`config.mk`:
```
export PLATFORM = sky130hd
export DESIGN_NAME = uart_tx_frame
export DESIGN_NICKNAME = d
export VERILOG_FILES = /design/src/rtl/uart_tx_frame.sv
export SDC_FILE = /design/constraint.sdc
export NUM_CORES = 1
export LEC_CHECK = 0
export ABC_AREA = 0
export BUFFER_PORTS_ARGS = -buffer_cell sky130_fd_sc_hd__buf_2
export CORE_ASPECT_RATIO = 0.8
export CORE_UTILIZATION = 40
export CTS_BUF_LIST = sky130_fd_sc_hd__clkbuf_16
export DETAILED_ROUTE_END_ITERATION = 12
export GPL_TIMING_DRIVEN = 1
export PLACE_DENSITY = 0.69
export SETUP_SLACK_MARGIN = 0.05
export SYNTH_ARGS = -nofsm -noshare
export SYNTH_HDL_FRONTEND = slang
export SYNTH_SLANG_ARGS = --single-unit
```
`constraint.sdc`:
```
create_clock -name clk -period 3.2 [get_ports clk]
set_input_delay 0.32 -clock clk [delete_from_list [all_inputs] [get_ports clk]]
set_output_delay 0.32 -clock clk [all_outputs]
set_load 0.005 [all_outputs]
```
`src/rtl/uart_tx_frame.sv`:
```
// uart_tx_frame: parametrised UART transmitter, N data bits,
// optional odd/even parity, 1-2 stop bits, one-entry holding register.
// Ports: clk, reset_n (async low), tx_valid/tx_data/tx_ready byte input,
// tx_serial (registered line, idle high), tx_busy, tx_done (frame end pulse).
module uart_tx_frame #(
  parameter int FREQUENCY = 10000000,
  parameter int BAUD_RATE = 9600,
  parameter int DATA_BITS = 8,
  parameter int PARITY    = 0,
  parameter int STOP_BITS = 1
) (
  input  logic                 clk,
  input  logic                 reset_n,
  input  logic                 tx_valid,
  input  logic [DATA_BITS-1:0] tx_data,
  output logic                 tx_ready,
  output logic                 tx_serial,
  output logic                 tx_busy,
  output logic                 tx_done
);

  localparam int CLKS_PER_BIT = FREQUENCY / BAUD_RATE;
  localparam int CW = $clog2(CLKS_PER_BIT);
  localparam int IW = $clog2(DATA_BITS);

  localparam logic [CW-1:0] CNT_LAST  = CW'(CLKS_PER_BIT - 1);
  localparam logic [IW-1:0] DATA_LAST = IW'(DATA_BITS - 1);
  localparam logic [IW-1:0] STOP_LAST = IW'(STOP_BITS - 1);
  localparam logic          PAR_ODD   = (PARITY == 1);

  if (CLKS_PER_BIT < 2) begin : g_bad_clks
    $error("uart_tx_frame: CLKS_PER_BIT must be >= 2");
  end
  if (DATA_BITS < 5 || DATA_BITS > 9) begin : g_bad_data
    $error("uart_tx_frame: DATA_BITS must be 5..9");
  end
  if (PARITY < 0 || PARITY > 2) begin : g_bad_par
    $error("uart_tx_frame: PARITY must be 0..2");
  end
  if (STOP_BITS < 1 || STOP_BITS > 2) begin : g_bad_stop
    $error("uart_tx_frame: STOP_BITS must be 1 or 2");
  end

  typedef enum logic [2:0] {
    S_IDLE,
    S_START,
    S_DATA,
    S_PARITY,
    S_STOP
  } state_e;

  state_e               state_q, state_d;
  logic [CW-1:0]        cnt_q, cnt_d;
  logic [IW-1:0]        idx_q, idx_d;
  logic [DATA_BITS-1:0] shift_q, shift_d;
  logic [DATA_BITS-1:0] hold_q, hold_d;
  logic                 hold_full_q, hold_full_d;
  logic                 par_q, par_d;
  logic                 tx_serial_q, tx_serial_d;

  logic          last;
  logic          load;
  logic [CW-1:0] cnt_inc;

  assign last    = (cnt_q == CNT_LAST);
  assign cnt_inc = cnt_q + CW'(1);

  always_comb begin
    state_d     = state_q;
    cnt_d       = cnt_q;
    idx_d       = idx_q;
    shift_d     = shift_q;
    par_d       = par_q;
    hold_d      = hold_q;
    hold_full_d = hold_full_q;
    load        = 1'b0;

    // ready is !hold_full, so fill and drain never overlap
    if (tx_valid && !hold_full_q) begin
      hold_full_d = 1'b1;
      hold_d      = tx_data;
    end

    unique case (state_q)
      S_IDLE: begin
        cnt_d = '0;
        load  = hold_full_q;
      end
      S_START: begin
        cnt_d = last ? '0 : cnt_inc;
        if (last) begin
          state_d = S_DATA;
          idx_d   = '0;
        end
      end
      S_DATA: begin
        cnt_d = last ? '0 : cnt_inc;
        if (last) begin
          shift_d = shift_q >> 1;
          if (idx_q == DATA_LAST) begin
            idx_d   = '0;
            state_d = (PARITY != 0) ? S_PARITY : S_STOP;
          end else begin
            idx_d = idx_q + IW'(1);
          end
        end
      end
      S_PARITY: begin
        cnt_d = last ? '0 : cnt_inc;
        if (last) begin
          state_d = S_STOP;
          idx_d   = '0;
        end
      end
      S_STOP: begin
        cnt_d = last ? '0 : cnt_inc;
        if (last) begin
          if (idx_q == STOP_LAST) begin
            // chain straight into the next start bit
            load    = hold_full_q;
            state_d = S_IDLE;
          end else begin
            idx_d = idx_q + IW'(1);
          end
        end
      end
      default: state_d = S_IDLE;
    endcase

    if (load) begin
      shift_d     = hold_q;
      par_d       = (^hold_q) ^ PAR_ODD;
      hold_full_d = 1'b0;
      idx_d       = '0;
      cnt_d       = '0;
      state_d     = S_START;
    end

    // line value follows the state being entered
    unique case (state_d)
      S_START:  tx_serial_d = 1'b0;
      S_DATA:   tx_serial_d = shift_d[0];
      S_PARITY: tx_serial_d = par_d;
      default:  tx_serial_d = 1'b1;
    endcase
  end

  always_ff @(posedge clk or negedge reset_n) begin
    if (!reset_n) begin
      state_q     <= S_IDLE;
      cnt_q       <= '0;
      idx_q       <= '0;
      shift_q     <= '0;
      hold_q      <= '0;
      hold_full_q <= 1'b0;
      par_q       <= 1'b0;
      tx_serial_q <= 1'b1;
    end else begin
      state_q     <= state_d;
      cnt_q       <= cnt_d;
      idx_q       <= idx_d;
      shift_q     <= shift_d;
      hold_q      <= hold_d;
      hold_full_q <= hold_full_d;
      par_q       <= par_d;
      tx_serial_q <= tx_serial_d;
    end
  end

  assign tx_ready  = !hold_full_q;
  assign tx_serial = tx_serial_q;
  assign tx_busy   = (state_q != S_IDLE);
  assign tx_done   = (state_q == S_STOP) && last
                  && (idx_q == STOP_LAST);

endmodule

```
==> summary.txt <==
Outcome
  • Status: completed

Detailed routing
  • Residual DRC count: 0
  • Initial detailed-routing violation count: 233
  • DR vias/cell: 5.35
  • WL/cell: 14.0 um
  • Total wire length after detailed routing: 3710 um
  • Post-route ant nets: 0
  • First-pass detailed-route iteration total: 4
  • Vias post-DR: 1423

Setup path
  • List of cells traversed by the critical path: inv_1 -> ha_1 -> or4b_4 -> nor4_4 -> mux2_4 -> mux2_4 -> o32a_2
  • WP data arrival: 2.65 ns
  • Buffer and inverter count on the worst path: 1
  • Worst Setup Start Kind: flop
  • Category of the most critical setup path: reg2reg
  • Delay of the slowest critical-path stage: 0.50 ns
  • Maximum net fanout on the critical path: 5
  • Family with the most delay on the worst path: simple AND/OR/NAND/NOR gates
  • Cells on worst reg2reg path: 7
  • Number of gates on the worst path with buffers counted: 7
  • Worst setup EP type: flop
  • Most frequent CP cell: sky130_fd_sc_hd__mux2_4
  • Worst endpoint required time: 3.41 ns
  • Slowest stage cell, crit path: sky130_fd_sc_hd__or4b_4

Cells and area
  • Area growth from synthesis to final layout: 13.4%
  • Antenna Cells: 0
  • Commonest cells after routing, fill and taps aside: sky130_fd_sc_hd__dfrtp_1 (35), sky130_fd_sc_hd__o21ai_0 (19), sky130_fd_sc_hd__nand2_1 (16), sky130_fd_sc_hd__buf_2 (14)
  • Number of inserted filler cells in the final layout: 426
  • Final standard cell count with taps included and fillers excluded: 266
  • Proportion of layout cells with a drive suffix above 1: 23.3%
  • # nets final: 221
  • Seq. cell area: 902 um^2
  • Summed area of non-filler cells in the final layout: 2230 um^2
  • Multi-input logic area: 965 um^2
  • Commonest non-fill, non-tap cell in the layout: sky130_fd_sc_hd__dfrtp_1

CTS
  • Register clock-pin slew on the reported worst setup and hold paths: 0.06 ns
  • Resized Gates After CTS: 0
  • Number of buffers inserted to repair setup after CTS: 0
  • H-Tree Level Count: 2
  • Sink count of the clock tree: 36
  • Number of buffers added to fix hold violations after cts: 0
  • Clk Tree Root Cell: sky130_fd_sc_hd__clkbuf_16
  • Clock latency at the later pin of the worst-skew pair: 0.28 ns
  • Total CTS buffers: 5
  • TritonCTS clock tree: done
  • Worst-case clock buffer depth: 2

Synthesis
  • #FFs+latches synth: 36
  • Synthesized area: 1970 um^2
  • Number of warnings printed during yosys synthesis: 0
  • Yosys top cell area share: 44.5%
  • Distinct cell type count after synthesis: 45
  • Per-instance average area after synthesis: 10.5 um^2
  • Ranking of synthesized cells by area: sky130_fd_sc_hd__dfrtp_1 (45%), sky130_fd_sc_hd__mux2_2 (5.7%), sky130_fd_sc_hd__o21ai_0 (4.8%)
  • Syn nets: 203
  • Post-synth top area cell: sky130_fd_sc_hd__dfrtp_1
  • Post-Syn Instances: 187
  • Sequential element share of the synthesized area: 45.8%

STA
  • Setup repair after global routing missed its margin: false
  • Period utilisation layout: 76.4%
  • Shortest period the worst path allows: 2.44 ns
  • Max Clk Rate: 409 MHz
  • Worst Tran Pin Value: 0.809 ns
  • Pins over their slew limit: 0
  • Final setup violation count: 0
  • Slew HR: 45.9%
  • Total Neg Setup Slack: 0 ns
  • Clk_skew: 0.00811 ns
  • Final hold violation count: 0

Floorplanning
  • Area of the core: 4650 um^2
  • Width of the die: 80.4 um
  • Initial core utilization: 42.3%
  • Die Y-Extent: 64.7 um
  • Die area: 5210 um^2
  • Number of standard-cell rows in the floorplan: 22
  • Number of placed I/O pins: 15

Pwr
  • Total power density per cell area: 798 nW/um^2
  • Worst VDD drop: 0.000283 V
  • Leakage power: 1.00 nW
  • Power after layout: 1.78 mW

Global routing
  • Number of antenna violations at the first check in global routing: 0
  • Wire length of the first global-routing pass: 6560 um
  • Total overflow reported by the global router: 0
  • Largest net degree at the start of global routing: 37
  • Vias in the first global route: 1321
  • Total GRT Usage: 17.0%

Placement
  • Post-DP HPWL: 2580 um
  • Port-buffer cells: 14
  • Cell count after placement: 258
  • Placed cell area: 2070 um^2
  • Placer Congestion: 0.831

Flow run
  • Max-capacitance violation count: 0

Worst hold path
  • Path category of the worst min-delay check: in2async
-- synth_stat cells, drive strengths merged --
master    n
o31ai     3
o41ai     1
o32a      1
nand3b    1
o311ai    1
a31oi     4
and3      4
o21ai    20
ha        5
or4b      2
a21oi     5
dfstp     1
a22o      7
clkbuf    3
nor2b     4
nor4      1
nand2b    4
nor2     10
nand4     1
mux2     12
dfrtp    35
nand3     6
nor4b     2
a2bb2oi   1
o22ai     1
inv       9
nand2    16
o2111ai   1
buf       3
nor3      3
or3       2
or3b      1
a21o      6
nor3b     1
a211oi    1
xnor2     8
or2b      1
-- path summary, 6_finish.rpt --
path | startpoint | endpoint | slack (ns)
min in group clk | tx_valid | hold_full_q | 0.27
max reg2reg | cnt_q[0] | tx_serial | 0.76
max in group asynchronous | reset_n | cnt_q[2] | 2.59
min reg2reg | shift_q[5] | shift_q[5] | 0.48
min | reset_n | cnt_q[6] | 0.12
max | cnt_q[0] | tx_serial | 0.76
-- report_power, final --
part           internal [mW]  switching [mW]  leakage (nW)
Clock                  0.363           0.176        0.0850
Sequential             0.604           0.133         0.450
Combinational          0.281           0.225         0.466
-- worst register-to-register path, delay by kind of cell (launching register included) --
family | cells | cell delay (ns)
compound gates | 1 | 0.36
fa+ha+maj | 1 | 0.15
buf+inv | 1 | 0.08
flops | 1 | 0.41
mux | 2 | 0.59
simple gates | 2 | 0.78
-- sequential cells by signal, indices dropped and copies added (netlist names) --
name and flops:
cnt_q 11, hold_q 8, shift_q 8, idx_q 3, state_q 3, hold_full_q 1
par_q 1, tx_serial 1
-- metal layers --
layer / part of all wire, % / GRT usage, % / vias to the layer above
li1: - / - / 711
met1: 53 / 25.8 / 680
met2: 41 / 20.9 / 25
met3: 3.2 / 5.21 / 7
met4: 2.6 / 8.71 / 0
met5: 0 / 0 / -
-- area by class of cell --
| type | instances | share of cell area [%] |
|---|---|---|
| Inverter | 9 | 1.51 |
| Tap cell | 60 | 3.36 |
| Timing Repair Buffer | 17 | 4.15 |
| Sequential cell | 36 | 40.4 |
| Clock buffer | 5 | 5.61 |
| Clock inverter | 3 | 1.74 |
| Multi-Input combinational cell | 136 | 43.2 |
-- logic make-up (layout without fill, tap and decap cells) --
logic type,count (synthesis),after routing,share of synthesized area (%)
xor+xnor,8,8,3.56
fa+ha+maj,5,5,3.18
simple gates,59,59,17.2
flops,36,36,45.8
compound gates,52,52,17.8
buf+inv,15,34,5.15
mux,12,12,7.25
-- metrics by stage --
stage                     setup WS, ns  util, %  hold WS [ns]
after global routing             0.613     48.0         0.189
final                            0.756     48.0         0.118
after CTS                        0.739     48.0         0.152
after global placement           0.794     44.5         0.454
after floorplan                  0.711        -        0.0244
after detailed placement         0.750     44.5         0.457
Note: power is estimated with default switching activity, not from simulation.
